[config.mk]
export PLATFORM = sky130hd
export DESIGN_NAME = serial_frame_tx
export DESIGN_NICKNAME = d
export VERILOG_FILES = /design/src/rtl/serial_frame_pkg.sv /design/src/rtl/frame_piso_shreg.sv /design/src/rtl/serial_frame_tx.sv
export SDC_FILE = /design/constraint.sdc
export NUM_CORES = 1
export LEC_CHECK = 0
export ABC_AREA = 1
export BUFFER_PORTS_ARGS = -buffer_cell sky130_fd_sc_hd__buf_2
export CORE_MARGIN = 2
export CORE_UTILIZATION = 40
export CTS_CLUSTER_SIZE = 40
export DETAILED_ROUTE_END_ITERATION = 8
export GPL_TIMING_DRIVEN = 0
export REMOVE_ABC_BUFFERS = 1
export SYNTH_ARGS = -nofsm -noshare
export SYNTH_HDL_FRONTEND = slang
export SYNTH_SLANG_ARGS = --single-unit
[constraint.sdc]
create_clock -name clk -period 1.7 [get_ports clk]
set_clock_uncertainty 0.05 [all_clocks]
set_input_delay 0.17 -clock clk [delete_from_list [all_inputs] [get_ports clk]]
set_output_delay 0.17 -clock clk [all_outputs]
set_load 0.005 [all_outputs]
[src/rtl/serial_frame_pkg.sv]
// Shared types and defaults for the serial frame link.
// The detector side uses the same preamble constant.
package serial_frame_pkg;

    typedef enum logic [1:0] {
        IDLE = 2'd0,
        PRE  = 2'd1,
        PAY  = 2'd2,
        GAP  = 2'd3
    } state_e;

    localparam int         DEF_DATA_W   = 8;
    localparam int         DEF_PRE_LEN  = 3;
    localparam logic [2:0] DEF_PREAMBLE = 3'b101;
    localparam int         DEF_GAP_LEN  = 2;

    function automatic int cnt_width(input int a, input int b, input int c);
        int m;
        m = a;
        if (b > m) m = b;
        if (c > m) m = c;
        return (m < 1) ? 1 : $clog2(m + 1);
    endfunction

endpackage

[src/rtl/frame_piso_shreg.sv]
// Loadable left-shift register, MSB out, zero fill.
module frame_piso_shreg #(
    parameter int W = 8
) (
    input  logic         clk,
    input  logic         reset_n,
    input  logic         load_i,
    input  logic         shift_i,
    input  logic [W-1:0] data_i,
    output logic         msb_o
);

    logic [W-1:0] data_q;

    always_ff @(posedge clk or negedge reset_n) begin
        if (!reset_n) begin
            data_q <= '0;
        end else if (load_i) begin
            data_q <= data_i;
        end else if (shift_i) begin
            data_q <= data_q << 1;
        end
    end

    assign msb_o = data_q[W-1];

endmodule

[src/rtl/serial_frame_tx.sv]
// Serial frame transmitter: preamble, payload MSB-first, zero gap.
// One bit leaves per sampled tick; output flags are registered.
module serial_frame_tx
    import serial_frame_pkg::*;
#(
    parameter int                 DATA_W   = DEF_DATA_W,
    parameter int                 PRE_LEN  = DEF_PRE_LEN,
    parameter logic [PRE_LEN-1:0] PREAMBLE = PRE_LEN'(DEF_PREAMBLE),
    parameter int                 GAP_LEN  = DEF_GAP_LEN
) (
    input  logic              clk,
    input  logic              reset_n,
    input  logic              tick,
    input  logic [DATA_W-1:0] in_data,
    input  logic              in_valid,
    output logic              in_ready,
    output logic              x_out,
    output logic              x_valid,
    output logic              busy,
    output logic              frame_done
);

    localparam int CW = cnt_width(PRE_LEN, DATA_W, GAP_LEN);

    localparam logic [CW-1:0] PRE_LAST = CW'(PRE_LEN - 1);
    localparam logic [CW-1:0] PAY_LAST = CW'(DATA_W - 1);
    localparam logic [CW-1:0] GAP_LAST =
        CW'((GAP_LEN > 0) ? GAP_LEN - 1 : 0);

    state_e        state_q, state_d;
    logic [CW-1:0] cnt_q, cnt_d;
    logic          x_out_q, x_out_d;
    logic          x_valid_q, x_valid_d;
    logic          busy_q, busy_d;
    logic          done_q, done_d;
    logic          load, shift, sh_msb;
    logic          pre_bit;

    frame_piso_shreg #(
        .W(DATA_W)
    ) u_shreg (
        .clk    (clk),
        .reset_n(reset_n),
        .load_i (load),
        .shift_i(shift),
        .data_i (in_data),
        .msb_o  (sh_msb)
    );

    always_comb begin
        pre_bit = 1'b0;
        for (int i = 0; i < PRE_LEN; i++) begin
            if (cnt_q == CW'(PRE_LEN - 1 - i)) begin
                pre_bit = PREAMBLE[i];
            end
        end
    end

    always_comb begin
        state_d   = state_q;
        cnt_d     = cnt_q;
        x_out_d   = x_out_q;
        x_valid_d = 1'b0;
        busy_d    = busy_q;
        done_d    = 1'b0;
        load      = 1'b0;
        shift     = 1'b0;
        unique case (state_q)
            IDLE: begin
                x_out_d = 1'b0;
                if (in_valid) begin
                    state_d = PRE;
                    cnt_d   = '0;
                    busy_d  = 1'b1;
                    load    = 1'b1;
                end
            end
            PRE: begin
                if (tick) begin
                    x_valid_d = 1'b1;
                    x_out_d   = pre_bit;
                    if (cnt_q == PRE_LAST) begin
                        state_d = PAY;
                        cnt_d   = '0;
                    end else begin
                        cnt_d = cnt_q + CW'(1);
                    end
                end
            end
            PAY: begin
                if (tick) begin
                    x_valid_d = 1'b1;
                    x_out_d   = sh_msb;
                    shift     = 1'b1;
                    if (cnt_q == PAY_LAST) begin
                        cnt_d = '0;
                        if (GAP_LEN == 0) begin
                            state_d = IDLE;
                            busy_d  = 1'b0;
                            done_d  = 1'b1;
                        end else begin
                            state_d = GAP;
                        end
                    end else begin
                        cnt_d = cnt_q + CW'(1);
                    end
                end
            end
            GAP: begin
                if (tick) begin
                    x_valid_d = 1'b1;
                    x_out_d   = 1'b0;
                    if (cnt_q == GAP_LAST) begin
                        state_d = IDLE;
                        cnt_d   = '0;
                        busy_d  = 1'b0;
                        done_d  = 1'b1;
                    end else begin
                        cnt_d = cnt_q + CW'(1);
                    end
                end
            end
            default: begin
                state_d = IDLE;
                cnt_d   = '0;
                busy_d  = 1'b0;
            end
        endcase
    end

    always_ff @(posedge clk or negedge reset_n) begin
        if (!reset_n) begin
            state_q   <= IDLE;
            cnt_q     <= '0;
            x_out_q   <= 1'b0;
            x_valid_q <= 1'b0;
            busy_q    <= 1'b0;
            done_q    <= 1'b0;
        end else begin
            state_q   <= state_d;
            cnt_q     <= cnt_d;
            x_out_q   <= x_out_d;
            x_valid_q <= x_valid_d;
            busy_q    <= busy_d;
            done_q    <= done_d;
        end
    end

    assign in_ready   = (state_q == IDLE);
    assign x_out      = x_out_q;
    assign x_valid    = x_valid_q;
    assign busy       = busy_q;
    assign frame_done = done_q;

endmodule
==> metrics.md <==
| Metric | Value |
|---|---|
| Hold path depth | `3` |
| Worst setup path start | `state_q[0]$_DFFE_PN0P_` |
| Antenna-violating nets left | `0` |
| GRT Util Overall | `0.151` |
| Reg2Reg Depth | `9` |
| Sequential area share after synthesis | `0.412` |
| Worst r2r dst | `state_q[0]$_DFFE_PN0P_` |
| Tcrit/Tclk final | `0.907` |
| Final hold vios | `0` |
| VDD IR max | `0.000899 V` |
| FF-to-FF setup slack | `between 0.15 and 0.2 ns` |
| Element type at the critical path end | `flip-flop` |
| Multi-input logic area | `563 sq um` |
| Share of the synthesized area in the top cell type | `0.412` |
| Postcts setup bufs | `0` |
| Required time of the critical path | `1.89 ns` |
| H-tree depth | `1` |
| Clock latency on the worst-skew pair | `0.30 ns` |
| Met2 GRT Util | `0.240` |
| Starting DRT DRC Count | `23` |
| Relative slew slack | `0.728` |
| Avg Cell Area, Syn | `about 8.1 sq um` |
| Critical path class | `reg2reg` |
| Final #Nets | `177` |
| Final core occ | `0.498` |
| Clock tree sinks | `18` |
| Global routing's busiest layer | `met2` |
| Die Y | `56.3 um` |
| Row cnt | `18` |
| Setup total negative slack | `0 ns` |
| Placed Area | `around 1200 sq um` |
| Worst setup SP type | `flip-flop` |
| Worst path cell trace | `inv_1 -> ha_1 -> nand2_1 -> nand2_2 -> nor2_4 -> inv_2 -> nor2_2 -> nand2_1 -> nand2_1` |
| Reg area | `~450 sq um` |
| PD cells | `1680 nW/um^2` |
| Max Fclk | `roughly 650 MHz` |
| Vias in the first global route | `891` |
| CTS Buf Count | `3` |
| Mapped Area | `1090 sq um` |
| GR Layer Usage met3 | `0.0253` |
| Area Growth Syn to Fin | `15.0%` |
| Largest net degree at the start of global routing | `19` |
| RSZ-0062 raised after global routing | `no` |
| Crit path max fanout | `5` |
| Slowest cell on crit path | `dfrtp_1` |
| Status | `complete, no violations` |
| Global-route met1 utilization | `0.209` |
| Most common cell after layout, fill and taps aside | `nand2_1` |
| Leakage | `between 0.6 and 0.7 nW` |
| Synth Warn # | `0` |
| Synthesis-stage register bit count | `18` |
| Crit path DAT | `1.73 ns` |
| Hpwl dp | `1640 um` |
| Cell taking the most area after synthesis | `dfrtp_1` |
| RePlAce Congestion | `~0.75` |
| Max-cap violations | `0` |
| Worst Hold Class | `in2reg` |
| CP most frequent cell | `nand2_1` |
| Number of distinct library cells after synthesis | `23` |
| Post-Syn Instances | `135` |
| Drt wl/cell | `11.7 um` |
| First-pass GRT wire length | `3840 um` |
| Die area | `3160 sq um` |
| Vias/cell | `about 5.0` |
| Ant diodes | `0` |
| Critical Path Sink | `state_q[0]$_DFFE_PN0P_` |
| Fin area | `1260 sq um` |
| IO buf count | `16` |
| GRT overflow | `0` |
| Core ar. | `2520 sq um` |
| Die width | `56.3 um` |
| Power, Total | `around 2.1 mW` |
| # DRC | `0` |
| Fillers | `251` |
| Endpoints failing setup | `0` |
| Pins Over Slew Limit | `0` |
| Commonest cells after routing, fill and taps aside | `nand2_1 (30), inv_1 (19), dfrtp_1 (18)` |
| TritonRoute pass-1 iters | `4` |
| Top Ports | `17` |
| Post-layout minimum cycle time | `about 1.5 ns` |
| Via count | `930` |
| Reg-to-reg startpoint | `state_q[0]$_DFFE_PN0P_` |
| Initial antenna violation count | `0` |
| Root Driver | `clkbuf_4` |
| Synth area leaders | `dfrtp_1 (41%), nand2_1 (11%), ha_1 (10%)` |
| Worst slew pin tran | `0.408 ns` |
| Share of layout cells above drive strength 1 | `0.252` |
| Starting Density | `0.433` |
| Clock tree from TritonCTS | `yes` |
| Worst-path clk slew | `0.12 ns` |
| Deepest clock path buffer count | `2` |
| Post-Route WL | `about 2200 um` |
| CP peak stage delay | `~0.42 ns` |
[stage by stage]
step,hold slack (ns),std cells,worst slack [ns]
after floorplan,-0.176,134,0.282
after global placement,0.0768,180,0.0574
after detailed placement,0.0781,180,-0.0183
after CTS,0.0430,185,0.0659
after global routing,0.0475,185,0.0203
final,0.0443,185,0.158
[worst max-delay path: cells and delay by family, from the launching register on]
kind,cells,cell delay (ns)
and+or+nand+nor,6,0.60
DFF,1,0.42
adders and majority gates,1,0.24
buffers and inverters,2,0.18
[logic make-up (layout without fill, tap and decap cells)]
family                     Yosys count  count (layout)  share of synthesized area
buffers and inverters               22              42                     0.0767
AOI/OAI and AO/OA                   29              29                      0.139
DFF                                 18              18                      0.412
adders and majority gates            9               9                      0.103
and+or+nand+nor                     56              56                      0.261
xor gates and xnor gates             1               1                    0.00802
[worst min path at each step]
stage                     slack, ns       start                       endpoint
after floorplan               -0.18     reset_n               busy$_DFFE_PN0P_
after global placement         0.08     reset_n  u_shreg.data_q[2]$_DFFE_PN0P_
after detailed placement       0.08     reset_n  u_shreg.data_q[3]$_DFFE_PN0P_
after CTS                      0.04  in_data[4]  u_shreg.data_q[4]$_DFFE_PN0P_
after global routing           0.05  in_data[7]  u_shreg.data_q[7]$_DFFE_PN0P_
final                          0.04  in_data[2]  u_shreg.data_q[2]$_DFFE_PN0P_
[registers in the layout (all words and copies together), names as in the netlist]
name,count
busy,1
cnt_q,4
frame_done,1
state_q,2
u_shreg.data_q,8
x_out,1
x_valid,1
[cells in the mapped netlist, drive strengths merged]
| cell type | instances |
|---|---|
| dfrtp | 18 |
| nor3 | 1 |
| or2 | 2 |
| nand3 | 8 |
| nand4 | 1 |
| ha | 9 |
| o21ai | 22 |
| o211ai | 1 |
| inv | 21 |
| nor2 | 5 |
| a21oi | 5 |
| o311ai | 1 |
| xnor2 | 1 |
| nand2 | 38 |
| nand3b | 1 |
| clkbuf | 1 |
[repair_timing]
| item | in CTS | in global routing |
|---|---|---|
| hold buffers | 1 | 0 |
| endpoints found under the setup margin | 4 | 10 |
| gates resized for setup | 1 | 1 |
| hold endpoints to repair | 18 | 0 |
[where the power goes]
group	internal, mW	total, mW	switching (mW)
clock network	0.131	0.276	0.145
logic	0.432	1.14	0.707
registers	0.598	0.694	0.0962
[metal layers]
| metal | up-vias | part of all wire |
|---|---|---|
| met5 | - | 0 |
| met4 | 0 | 0.012 |
| met3 | 4 | 0.040 |
| met2 | 17 | 0.44 |
| met1 | 437 | 0.50 |
| li1 | 472 | - |
[cell type report]
cell class | instances | share of cell area
multi-input cells | 95 | 0.448
inverters | 21 | 0.0627
repair buffers | 17 | 0.0717
clock buffers | 4 | 0.0289
flip-flops and latches | 18 | 0.359
well taps | 30 | 0.0299
Power figures use the tool's default switching activity.
